===== src/rtl/rd_rotate_buf_ctrl.sv =====
// rd_rotate_buf_ctrl: ping-pong 64x64 tile rotate-buffer sequencer (256-bit beats in, rotated 32-bit pixels out).
// Optional macro ROT_MIRROR_EN adds rot_mirror, which flips the output column before the rotation mapping.
module rd_rotate_buf_ctrl #(
    parameter int WR_DATA_WIDTH = 256,
    parameter int RD_DATA_WIDTH = 32,
    parameter int TILE_LOG2     = 6,
    parameter int WR_ADDR_WIDTH = 2*TILE_LOG2+1-3,
    parameter int RD_ADDR_WIDTH = 2*TILE_LOG2+1
) (
    input  logic                     clk,
    input  logic                     rst,
    input  logic                     in_valid,
    output logic                     in_ready,
    input  logic [WR_DATA_WIDTH-1:0] in_data,
    input  logic [1:0]               rot_mode,
`ifdef ROT_MIRROR_EN
    input  logic                     rot_mirror,
`endif
    output logic                     buf_wr_en,
    output logic [WR_ADDR_WIDTH-1:0] buf_wr_addr,
    output logic [WR_DATA_WIDTH-1:0] buf_wr_data,
    output logic [RD_ADDR_WIDTH-1:0] buf_rd_addr,
    input  logic [RD_DATA_WIDTH-1:0] buf_rd_data,
    output logic                     out_valid,
    input  logic                     out_ready,
    output logic [RD_DATA_WIDTH-1:0] out_data,
    output logic                     out_last,
    output logic                     tile_done,
    output logic                     busy
);

    localparam int WCNT_W = WR_ADDR_WIDTH - 1;
    localparam int NPIX_W = 2 * TILE_LOG2;

    typedef enum logic [1:0] { R_IDLE, R_RUN, R_DRAIN } rd_state_e;

    logic [1:0]               r_bank_full;
    logic                     r_wbank;
    logic [WCNT_W-1:0]        r_wcnt;
    logic                     r_buf_wr_en;
    logic                     r_wr_last;
    logic [WR_ADDR_WIDTH-1:0] r_buf_wr_addr;
    logic [WR_DATA_WIDTH-1:0] r_buf_wr_data;

    rd_state_e                r_state;
    rd_state_e                w_state_nxt;
    logic                     r_rbank;
    logic [1:0]               r_mode;
    logic [NPIX_W-1:0]        r_n;
    logic                     r_inflight;
    logic                     r_inflight_last;

    logic [RD_DATA_WIDTH-1:0] r_fifo_data [2];
    logic [1:0]               r_fifo_last;
    logic                     r_fifo_wptr;
    logic                     r_fifo_rptr;
    logic [1:0]               r_fifo_cnt;

    logic                     w_accept;
    logic                     w_pop;
    logic                     w_issue;
    logic                     w_release;
    logic                     w_room;
    logic [TILE_LOG2-1:0]     w_i;
    logic [TILE_LOG2-1:0]     w_j;
    logic [TILE_LOG2-1:0]     w_row;
    logic [TILE_LOG2-1:0]     w_col;

    // ---------------- write side ----------------
    assign in_ready = !r_bank_full[r_wbank];
    assign w_accept = in_valid && in_ready;

    // NOTE: sequential state uses non-blocking assignments only, so every flop samples pre-edge values.
    always_ff @(posedge clk) begin
        if (rst) begin
            r_bank_full   <= '0;
            r_wbank       <= 1'b0;
            r_wcnt        <= '0;
            r_buf_wr_en   <= 1'b0;
            r_wr_last     <= 1'b0;
            r_buf_wr_addr <= '0;
            r_buf_wr_data <= '0;
        end else begin
            r_buf_wr_en <= w_accept;
            r_wr_last   <= w_accept && (r_wcnt == '1);
            if (w_accept) begin
                r_buf_wr_addr <= {r_wbank, r_wcnt};
                r_buf_wr_data <= in_data;
                r_wcnt        <= r_wcnt + 1'b1;
                if (r_wcnt == '1)
                    r_wbank <= ~r_wbank;
            end
            // The bank becomes readable on the edge that writes its final beat into the buffer.
            if (r_buf_wr_en && r_wr_last)
                r_bank_full[r_buf_wr_addr[WR_ADDR_WIDTH-1]] <= 1'b1;
            if (w_release)
                r_bank_full[r_rbank] <= 1'b0;
        end
    end

    assign buf_wr_en   = r_buf_wr_en;
    assign buf_wr_addr = r_buf_wr_addr;
    assign buf_wr_data = r_buf_wr_data;

    // ---------------- read side ----------------
    assign out_valid = (r_fifo_cnt != 2'd0);
    assign w_pop     = out_valid && out_ready;
    assign w_room    = ({1'b0, r_fifo_cnt} + {2'b00, r_inflight}) < (3'd2 + {2'b00, w_pop});

    // NOTE: every combinational output gets a default first, so no path can infer a latch.
    always_comb begin
        w_state_nxt = r_state;
        w_issue     = 1'b0;
        w_release   = 1'b0;
        case (r_state)
            R_IDLE: begin
                if (r_bank_full[r_rbank])
                    w_state_nxt = R_RUN;
            end
            R_RUN: begin
                w_issue = w_room;
                if (w_room && (r_n == '1))
                    w_state_nxt = R_DRAIN;
            end
            R_DRAIN: begin
                if ((r_fifo_cnt == 2'd0) && !r_inflight) begin
                    w_release   = 1'b1;
                    w_state_nxt = R_IDLE;
                end
            end
            default: w_state_nxt = R_IDLE;
        endcase
    end

`ifdef ROT_MIRROR_EN
    logic r_mirror;
    always_ff @(posedge clk) begin
        if (rst)
            r_mirror <= 1'b0;
        else if ((r_state == R_IDLE) && (w_state_nxt == R_RUN))
            r_mirror <= rot_mirror;
    end
    assign w_j = r_mirror ? ~r_n[TILE_LOG2-1:0] : r_n[TILE_LOG2-1:0];
`else
    assign w_j = r_n[TILE_LOG2-1:0];
`endif
    assign w_i = r_n[NPIX_W-1:TILE_LOG2];

    // Inverting a 6-bit index is the same as 63 - index.
    always_comb begin
        w_row = w_i;
        w_col = w_j;
        case (r_mode)
            2'd1:    begin w_row = ~w_j; w_col = w_i;  end
            2'd2:    begin w_row = ~w_i; w_col = ~w_j; end
            2'd3:    begin w_row = w_j;  w_col = ~w_i; end
            default: begin w_row = w_i;  w_col = w_j;  end
        endcase
    end

    assign buf_rd_addr = {r_rbank, w_row, w_col};

    always_ff @(posedge clk) begin
        if (rst) begin
            r_state         <= R_IDLE;
            r_rbank         <= 1'b0;
            r_mode          <= 2'd0;
            r_n             <= '0;
            r_inflight      <= 1'b0;
            r_inflight_last <= 1'b0;
            r_fifo_wptr     <= 1'b0;
            r_fifo_rptr     <= 1'b0;
            r_fifo_cnt      <= 2'd0;
        end else begin
            r_state    <= w_state_nxt;
            r_inflight <= w_issue;
            if ((r_state == R_IDLE) && (w_state_nxt == R_RUN))
                r_mode <= rot_mode;
            if (w_release)
                r_rbank <= ~r_rbank;
            if (w_issue) begin
                r_n             <= r_n + 1'b1;
                r_inflight_last <= (r_n == '1);
            end
            if (r_inflight)
                r_fifo_wptr <= ~r_fifo_wptr;
            if (w_pop)
                r_fifo_rptr <= ~r_fifo_rptr;
            case ({r_inflight, w_pop})
                2'b10:   r_fifo_cnt <= r_fifo_cnt + 1'b1;
                2'b01:   r_fifo_cnt <= r_fifo_cnt - 1'b1;
                default: r_fifo_cnt <= r_fifo_cnt;
            endcase
        end
    end

    // NOTE: FIFO payload is not reset; out_valid/out_last are qualified by the reset count instead.
    always_ff @(posedge clk) begin
        if (r_inflight) begin
            r_fifo_data[r_fifo_wptr] <= buf_rd_data;
            r_fifo_last[r_fifo_wptr] <= r_inflight_last;
        end
    end

    assign out_data  = r_fifo_data[r_fifo_rptr];
    assign out_last  = out_valid && r_fifo_last[r_fifo_rptr];
    assign tile_done = w_release;
    assign busy      = (|r_bank_full) || (r_state != R_IDLE);

endmodule


===== config.mk =====
export PLATFORM = sky130hd
export DESIGN_NAME = rd_rotate_buf_ctrl
export DESIGN_NICKNAME = d
export VERILOG_FILES = /design/src/rtl/rd_rotate_buf_ctrl.sv
export SDC_FILE = /design/constraint.sdc
export NUM_CORES = 1
export LEC_CHECK = 0
export ABC_CLOCK_PERIOD_IN_PS = 6500
export CAP_MARGIN = 20
export CORE_AREA = 5 5 234 236
export DETAILED_ROUTE_END_ITERATION = 8
export DIE_AREA = 0 0 239 241
export PLACE_DENSITY_LB_ADDON = 0.05
export SYNTH_ARGS = -nofsm -noshare
export SYNTH_HDL_FRONTEND = slang
export SYNTH_SLANG_ARGS = --single-unit

===== constraint.sdc =====
create_clock -name clk -period 6.5 [get_ports clk]
set_input_delay 1.3 -clock clk [delete_from_list [all_inputs] [get_ports clk]]
set_output_delay 1.3 -clock clk [all_outputs]
set_load 0.02 [all_outputs]

# Yosys cells after proc, flatten, opt, wreduce, memory -nomap -nowiden
# Memory sizes are Yosys's and may differ from the RTL's. A register that Yosys moved wholly into a read port is not among the register bits.
# Index checks and enable logic that the tools add are counted.
[totals] reg_bits=305 ram_bits=64 input_bits=294 output_inout_bits=317 memories=1
[mem_list] memory="r_fifo_data" words=2 width=32 read_ports=1 rd_clocked_by_memory_dff=1 write_ports=1 line_no="53" rtl="logic [RD_DATA_WIDTH-1:0] r_fifo_data [2];"
[op_classes] n_addsub=6 n_lt_le_gt_ge=9 n_eq_ne=10 muxes=30 n_bitwise=9 n_reduce_logical=21
[op_table] operator="6-bit one-hot mux with 3 select lines" count=2
[op_table] operator="1-bit 2-to-1 mux" count=16
[op_table] operator="12-bit by 1-bit adder with 12-bit output (second input constant)" count=1
[op_table] operator="12-bit equality test (second input constant)" count=1
[op_table] operator="2-bit 2-to-1 mux" count=6
[op_table] operator="6-bit inverter" count=2
[op_table] operator="1-bit logical AND" count=11
[op_table] operator="1-bit by 2-bit < comparator with 1-bit output (second input constant)" count=5
[op_table] operator="9-bit by 1-bit adder with 9-bit output (second input constant)" count=1
[op_table] operator="9-bit equality test (second input constant)" count=1
[op_table] operator="2-bit by 1-bit equality test with 1-bit output (second input constant)" count=4
[op_table] operator="2-bit equality test (second input constant)" count=4
[op_table] operator="2-bit one-hot mux with 3 select lines" count=1
[op_table] operator="2-bit nonzero test" count=3
[op_table] operator="2-bit zero test" count=2
[op_table] operator="1-bit inverter" count=4
[op_table] operator="2-bit one-hot mux with 2 select lines" count=1
[op_table] operator="2-bit by 1-bit adder with 3-bit output" count=1
[op_table] operator="2-bit by 1-bit adder with 3-bit output (first input constant)" count=1
[op_table] operator="1-bit demux with 1-bit select" count=3
[op_table] operator="1-bit greater-or-equal comparator (second input constant)" count=3
[op_table] operator="3-bit < comparator" count=1
[op_table] operator="2-bit by 1-bit adder with 2-bit output (second input constant)" count=1
[op_table] operator="2-bit bitwise AND" count=1
[op_table] operator="8 further kinds" count=9

# Longest topological paths before layout
# Gate-level depths: netlist (run 1).
[logic_depth] depth_word=9 depth_mapped=7 mapped_depth_nobuf=7

# Worst setup path before layout (run 1)
# Ideal clock, no wire load.
[synth_path] path_type="reg-to-output" startpoint="reg r_mode[0]" endpoint="out buf_rd_addr[11]" arrival_ps=1306 required_time_ps=5200 setup_slack_ps=3894 stages_incl_launch_ff=5 n_path_buf=2 cell_sequence="dfxtp_1 -> clkbuf_1 -> buf_2 -> o21ai_0 -> xnor2_1"
[synth_between] elab_chain_len=2
[synth_rtl] item="start: declaration" line_no="48" rtl="logic [1:0] r_mode;"
[synth_rtl] item="start signal: assignment" line_no="178" rtl="r_mode <= rot_mode;"
[synth_rtl] item="2-bit equality test or 2-bit by 1-bit equality test with 1-bit output (tied branches)" line_no="153" rtl="case (r_mode)"
[synth_rtl] item="6-bit one-hot mux with 3 select lines *" line_no="153"
[synth_rtl] item="end: declaration" line_no="22" rtl="output logic [RD_ADDR_WIDTH-1:0] buf_rd_addr,"
# Every way passes the cells marked *; elsewhere a longest branch is shown, timed or not.

# Final worst setup path (run 1)
[layout_path] startpoint="reg r_mode[0]" endpoint="out buf_rd_addr[0]"
# The elaborated chain is that of the path after synthesis.

==> out/results.env, run 1 <==
ASYNCSETRESETFLOPFRACSYNTH_PCT=0
REG2REG_FROM='r_wbank$_SDFFE_PP0P_'
MAXIMUM_NUMBER_OF_PINS_ON_ONE_NET_BEFORE_GLOBAL_ROUTE_REPAIR=180
FINAL.PERIOD_UTILIZATION_PCT=57.1
WORST_HOLD_PATH.NUM_CELLS=2
RSZ0062_AT_GRT='false'
CTS.ROOT.BUFFER_CELL='clkbuf_16'
NNETSFINAL=2350
GLOBAL_ROUTE_WIRE_LENGTH_BEFORE_REPAIR_MM=75.6
YS_WARN_COUNT=0
PLACEABLECOREAREA_MM2=0.0522
POST-SYNTH-TOP-AREA-FRACTION_PCT=44.7
MAXSLEWVIOLCOUNT=0
TIMING.FINAL.HOLD_VIOLATIONS=0
CLOCKPOWERSHARE_PCT=44.1
MEAN_INSTANCE_SIZE_IN_THE_SYNTHESIZED_NETLIST_UM2=9.12
CORE.ROWCOUNT=84
ANTENNA_FOUND_INITIAL=8
MAXIMUM_OPERATING_FREQUENCY_GHz=0.269
CRIT_PATH_CELL_TRACE='mux2i_1 > xnor2_1 > clkdlybuf4s50_1'
HOLD_PATH.CLASS='register to register'
FLOORPLAN.INITIALDENSITY_PCT=26.1
WORSTPATHARRIVAL_NS=2.41
MULTI_INPUT_COMB_AREA_MM2=0.00488
ANTENNA_VIOLATING_NETS_POST_ROUTE=0
STATUS='complete, no violations'
YS.FLOP_TYPE='dfxtp_1'
WORSTSETUPENDPOINTTYPE='primary output'
P_COMB_SHARE_PCT=12.3
PLACE.GP.CONGESTION=0.808
R2R_CELLS=5
WORST_R2R_ENDPOINT='buf_wr_data[181]$_SDFFE_PP0P_'
CLOCK-SINKS=370
NUM_VIAS=12200
AREA_GROWTH_SYN_TO_LAYOUT_PCT=58.3
SYNTHDISTINCTLIBCELLS=38
CTS.HTREE.LEVELS=2
FINAL-SETUP-VIOL-COUNT=0
TOTAL_OF_FLIP_FLOPS_PLUS_LATCHES_AFTER_SYNTHESIS=370
DRIVE_GT1_SHARE_PCT=5.70
TIMING.SETUP.CRITICAL_PATH_CLASS='register to primary output'
PEAKVDDDROP_mV=0.171
CLK-INSERTION-DELAY-LATE_NS=0.56
GLOBALROUTETOTALUTIL_PCT=17.0
CTS_BUFFERS=46
CTS.REPAIR.RESIZED=0
LAYOUT.FILLER_CELLS=5228
SKEW_NS=0.00969
YOSYS.AREA.TOP_TYPE='dfxtp_1'
CTS_TREE='built'
DRT-PASS1-ITER-COUNT=5
REGAREA_MM2=0.00807
NUMPORTBUFFERS=610
TOTALNEGATIVESETUPSLACK_NS=0
SYNTHMOSTINSTANTIATEDCELL='nand2_1'
START_KIND='register'
POST-CTS-SETUP-BUFFERS=0
MIN_PERIOD_NS=3.71
SEQ_AREA_FRAC_SYNTH_PCT=59.2
SYNTH-EDFF-COUNT=66
CELL_TYPES_WITH_THE_HIGHEST_COUNTS_AFTER_SYNTHESIS='540 x nand2_1, 304 x dfxtp_1, 280 x a21oi_1, 66 x edfxtp_1, 40 x clkbuf_1'
CP_TOP_FAMILY='flip-flops'
CTS.CLK_SLEW.WORST_PATHS_NS=0.06
ROUTE.DETAILED.VIAS_PER_INST=4.37
FIRST_GLOBAL_VIAS=11900
DETAIL_ROUTE.ITER0.VIOLATIONS=607
WORST_SLEW_PIN_SLEW_NS=0.995
TOTAL_OF_MAX_CAP_VIOLATIONS=0
TIMING.CRITICAL_PATH.REQUIRED_NS=5.20
HOLDBUFCOUNTCTS=0
WL_MM=53.0
DIE-AREA_MM2=0.0576
SYNTHESIS.INSTANCES=1493
CRITICAL_PATH.MAX_STAGE_DELAY_NS=0.75
NETLIST_TOP_CELLS_AREA='dfxtp_1 45%, nand2_1 15%, edfxtp_1 15%'
TOP_LEVEL_PORTS=611
CELLINTERNALPOWER_W=0.00429
CPMAXSTAGEDELAYCELL='dfxtp_1'
SYN-CELL-AREA_MM2=0.0136
POWER.SWITCHING_FRACTION_PCT=24.2
POWER_LEAKAGE_nW=7.83
REMAINING_DRC_ERRORS=0
P_SEQ_SHARE_PCT=43.6
ROUTED_WIRE_LENGTH_PER_INSTANCE_UM=19.0
WORST-PATH-BUF-INV=1
TIMING.SLEW.HEADROOM_PCT=33.6
CRIT_PATH_MAX_FANOUT=14
DP_HPWL_MM=37.6
SETUP.WORST_PATH.END='buf_rd_addr[0]'
CLOCK_PATH_BUFFERS=3
DIE_WIDTH_UM=239
GRT-OVFL-TOTAL=0
POWER-PER-CELL-AREA_mW_PER_MM2=263
CRIT_START='r_mode[0]$_SDFFE_PP0P_'
FLOORPLAN.DIE.HEIGHT_UM=241
SYNTH_NETS=1793
TIMING.REG2REG.SETUP_SLACK_NS=3.70
HOLD_WS_NS=0.452
POWER.SWITCHING_W=0.00137
CRITICAL_PATH_CELL_COUNT=3
[power groups by stage]
| stage | registers [W] | logic (W) | clock network (W) |
|---|---|---|---|
| CTS | 0.00247 | 0.000710 | 0.00259 |
| finish | 0.00247 | 0.000697 | 0.00250 |
| global route | 0.00248 | 0.000748 | 0.00269 |
| global placement | 0.00251 | 0.000705 | 0 |
| floorplan | 0.00263 | 0.000179 | 0 |
| detailed placement | 0.00252 | 0.000707 | 0 |
[final cells by class]
cell class	count	share of cell area, %
sequential	370	37.4
timing repair buffer	619	28.8
multi-input combinational	1002	22.6
clock buffer	78	6.75
tap	688	3.99
inverter	11	0.191
clock inverter	8	0.168
antenna	5	0.0580
[worst register-to-register path: stages (launching register included)]
cell and delay [ns]:
dfxtp_1 0.44, mux2i_4 0.49, and2_4 0.75, buf_4 0.68, nand2_1 0.23, a21oi_1 0.15
[cells in the final DEF (no fill, tap or decap), drive strengths merged, types with 8 or more instances in the layout]
master	count
xnor2	16
o21ai	11
dfxtp	304
nand2	541
edfxtp	66
nor2	25
a21oi	280
mux2i	16
nor2b	8
clkbuf	78
buf	10
xor2	8
clkinv	8
clkdlybuf4s50	609
mux2	37
inv	11
nand3	10
[layer usage]
metal / up-vias / routed length, µm / global-route usage [%]
met1: 5618 / 20600 / 19.6
li1: 6052 / - / -
met5: - / 47 / 0
met4: 6 / 1520 / 5.36
met3: 81 / 4880 / 7.16
met2: 395 / 25900 / 28.7
[metrics by stage]
step                      std cells  total power, W  area [µm²]  utilization (%)  setup slack, ns
after floorplan                1493         0.00281       13600                -             3.89
after global placement         2690         0.00322       20100             38.4             2.58
after detailed placement       2690         0.00323       20100             38.4             2.50
after CTS                      2776         0.00577       21600             41.3             2.70
after global routing           2779         0.00591       21600             41.3             2.60
final                          2781         0.00566       21600             41.3             2.79
[how the worst min path moves through the flow]
stage	from	end
final	buf_wr_data[73]$_SDFFE_PP0P_	buf_wr_data[73]$_SDFFE_PP0P_
after global routing	buf_wr_data[27]$_SDFFE_PP0P_	buf_wr_data[27]$_SDFFE_PP0P_
after CTS	buf_wr_data[197]$_SDFFE_PP0P_	buf_wr_data[197]$_SDFFE_PP0P_
after detailed placement	buf_wr_data[27]$_SDFFE_PP0P_	buf_wr_data[27]$_SDFFE_PP0P_
after global placement	r_inflight_last$_SDFFE_PP0P_	r_fifo_last[0]$_DFFE_PP_
after floorplan	r_inflight_last$_SDFFE_PP0P_	r_fifo_last[0]$_DFFE_PP_
[sequential cells by signal, indices dropped and copies added (netlist names), 9 cells and up, named ones only]
name,count
r_fifo_data,64
buf_wr_addr,10
buf_wr_data,256
r_n,12
r_wcnt,9
[cell families after synthesis]
logic type / Yosys count / synth area share [%]
AOI/OAI and AO/OA: 302 / 11.3
xor gates and xnor gates: 24 / 1.54
adders and majority gates: 6 / 0.551
buffers and inverters: 121 / 5.08
DFF: 370 / 59.2
muxes: 53 / 4.33
and+or+nand+nor: 617 / 18.0
No activity file was read; power rests on OpenSTA's default activity.
==> run 2, diff against run 1 <==
Settings changed: ABC_CLOCK_PERIOD_IN_PS 6500 to 3500, CORE_AREA 5 5 234 236 to 5 5 235 237, DIE_AREA 0 0 239 241 to 0 0 240 242.
Clock period 6.5 ns to 3.5 ns, I/O delays scaled along.
==> run 2 against run 1 <==
Compared with the run above: combinational power is 88% higher; routed wire length about the same; sequential power increased by 86%; cell count is 0.54% higher; global-route usage increased by 0.33 points; register-to-register slack worse by 2.4 ns; highest routed layer unchanged; clock skew rose by 0.013 ns; sequential share of layout area shrank 0.26 points; worst hold slack got worse by 0.00053 ns; first-iteration DRC count is 18% lower; die area rose by 0.84%.
==> out/results.env, run 2 (synthesized netlist as in run 1, its figures left out) <==
CPMAXSTAGEDELAYCELL='dfxtp_1'
TIMING.SETUP.CRITICAL_PATH_CLASS='register to primary output'
NUM_VIAS=12100
DP_HPWL_MM=38.2
PLACED_CELLS=2704
MAXSLEWVIOLCOUNT=0
CRIT_PATH_MAX_FANOUT=14
WL_MM=53.0
NNETSFINAL=2355
DIE-AREA_MM2=0.0581
LARGEST_REGISTER_FFS=256
R2R_CELLS=5
DRT-PASS1-ITER-COUNT=5
CTS.ROOT.BUFFER_CELL='clkbuf_16'
CLOCK-SINKS=370
PLACEABLECOREAREA_MM2=0.0531
POWER-PER-CELL-AREA_mW_PER_MM2=486
DETAIL_ROUTE.ITER0.VIOLATIONS=496
AREA_GROWTH_SYN_TO_LAYOUT_PCT=59.5
SKEW_NS=0.0226
PLACE.GP.CONGESTION=0.791
FINAL_CORE_UTIL_PCT=40.9
TIMING.SLEW.HEADROOM_PCT=55.3
LAYOUT.CELLS.MOST_COMMON_LIST='609 x clkdlybuf4s50_1, 540 x nand2_1, 304 x dfxtp_1'
GLOBAL_ROUTE_WIRE_LENGTH_BEFORE_REPAIR_MM=77.9
CTS_BUFFERS=45
TOP_LEVEL_PORTS=611
CLK-INSERTION-DELAY-LATE_NS=0.56
CTS.HTREE.LEVELS=2
START_KIND='register'
CTS.REPAIR.RESIZED=0
TIMING.REG2REG.SETUP_SLACK_NS=1.30
WORST_R2R_ENDPOINT='r_n[9]$_SDFFE_PP0P_'
FLOORPLAN.INITIALDENSITY_PCT=25.7
FINISH.CELL_COUNT_WITHOUT_FILLERS=2796
DIE_WIDTH_UM=240
GLOBALROUTETOTALUTIL_PCT=17.3
MIN_PERIOD_NS=3.14
MAXIMUM_NUMBER_OF_PINS_ON_ONE_NET_BEFORE_GLOBAL_ROUTE_REPAIR=105
CRIT_PATH_CELL_TRACE='mux2i_1 > xnor2_1 > clkdlybuf4s50_1'
ROUTED_WIRE_LENGTH_PER_INSTANCE_UM=18.9
TOTALNEGATIVESETUPSLACK_NS=0
REG2REG_FROM='r_fifo_cnt[0]$_SDFFE_PP0P_'
FINAL-SETUP-VIOL-COUNT=0
POST-CTS-SETUP-BUFFERS=0
SETUP.WORST_PATH.END='buf_rd_addr[2]'
WORST_SLEW_PIN_SLEW_NS=0.670
PEAKVDDDROP_mV=0.336
TIMING.FINAL.HOLD_VIOLATIONS=0
FIRST_GLOBAL_VIAS=12100
HOLD_PATH.CLASS='register to register'
CRITICAL_PATH.MAX_STAGE_DELAY_NS=0.75
DRIVE_GT1_SHARE_PCT=5.94
ANTENNA_VIOLATING_NETS_POST_ROUTE=0
WORST-PATH-BUF-INV=1
FINAL.PERIOD_UTILIZATION_PCT=89.7
GRT-OVFL-TOTAL=0
FLOORPLAN.DIE.HEIGHT_UM=242
STATUS='complete, no violations'
LAYOUT.FILLER_CELLS=5358
TOTAL_OF_MAX_CAP_VIOLATIONS=0
CLOCK_PATH_BUFFERS=3
POWER_LEAKAGE_nW=7.88
CRITICAL_PATH_CELL_COUNT=3
CTS_TREE='built'
CRIT_START='r_mode[0]$_SDFFE_PP0P_'
CP_TOP_FAMILY='flip-flops'
TIMING.CRITICAL_PATH.REQUIRED_NS=2.80
CTS.CLK_SLEW.WORST_PATHS_NS=0.05
MAXIMUM_OPERATING_FREQUENCY_GHz=0.319
NUMPORTBUFFERS=610
HOLDBUFCOUNTCTS=0
ANTENNA_FOUND_INITIAL=13
REMAINING_DRC_ERRORS=0
LAYOUT.CELLS.MOST_COMMON='clkdlybuf4s50_1'
RSZ0062_AT_GRT='false'
ROUTE.DETAILED.VIAS_PER_INST=4.34
WORSTSETUPENDPOINTTYPE='primary output'
WORSTPATHARRIVAL_NS=2.44
CORE.ROWCOUNT=85
## run 2: cell count changes in the layout (fill, tap and decap cells not counted), sizes merged
| cell | before | now |
|---|---|---|
| clkbuf | 78 | 69 |
| bufinv | 0 | 3 |
| buf | 10 | 16 |
| diode | 5 | 11 |
| inv | 11 | 12 |
## run 2: how the worst min path moves through the flow
stage,start,endpoint,slack [ns],cells past startpoint
final,buf_wr_data[2]$_SDFFE_PP0P_,buf_wr_data[2]$_SDFFE_PP0P_,0.45,2
after global routing,buf_wr_data[208]$_SDFFE_PP0P_,buf_wr_data[208]$_SDFFE_PP0P_,0.47,2
after CTS,buf_wr_data[33]$_SDFFE_PP0P_,buf_wr_data[33]$_SDFFE_PP0P_,0.45,2
after detailed placement,buf_wr_data[33]$_SDFFE_PP0P_,buf_wr_data[33]$_SDFFE_PP0P_,0.45,2
after global placement,buf_wr_data[168]$_SDFFE_PP0P_,buf_wr_data[168]$_SDFFE_PP0P_,0.44,2
after floorplan,r_inflight_last$_SDFFE_PP0P_,r_fifo_last[0]$_DFFE_PP_,0.42,0
## run 2: tightest hold or removal path, delay by kind of cell (launching register included)
kind / cells / cell delay, ns
flip-flops: 1 / 0.30
AND/OR/NAND/NOR: 1 / 0.05
AO/OA/AOI/OAI: 1 / 0.05
## run 2: where the power goes
part           switching (W)  leakage (nW)  internal, W
sequential         0.0000855          3.09      0.00450
clock                0.00180         0.731      0.00286
combinational       0.000638          4.06     0.000671
total                0.00252          7.88      0.00803
## run 2: final cells by class
cell class	count	area [µm²]	area share (%)
flip-flops and latches	370	8070	37.1
repair buffers	625	6350	29.2
multi-input cells	1002	4880	22.5
clock buffers	69	1350	6.21
well taps	696	871	4.01
clock inverters	12	135	0.622
inverters	11	41.3	0.190
diodes	11	27.5	0.127
## run 2: per-layer routing
layer	global-route usage, %	up-vias	wire length, µm
met1	20.1	5601	21200
met5	0	-	24
met2	28.7	377	25400
met4	6.64	4	1540
met3	6.75	79	4830
li1	-	6066	-
## run 2: through the flow
step / instance area, µm² / worst slack [ns] / hold WS (ns) / total power (W)
after floorplan: 13600 / 1.23 / 0.419 / 0.00521
after global placement: 20200 / 0.786 / 0.441 / 0.00599
after detailed placement: 20200 / 0.731 / 0.446 / 0.00601
after CTS: 21700 / 0.290 / 0.453 / 0.0108
after global routing: 21700 / 0.212 / 0.469 / 0.0110
final: 21700 / 0.362 / 0.452 / 0.0106
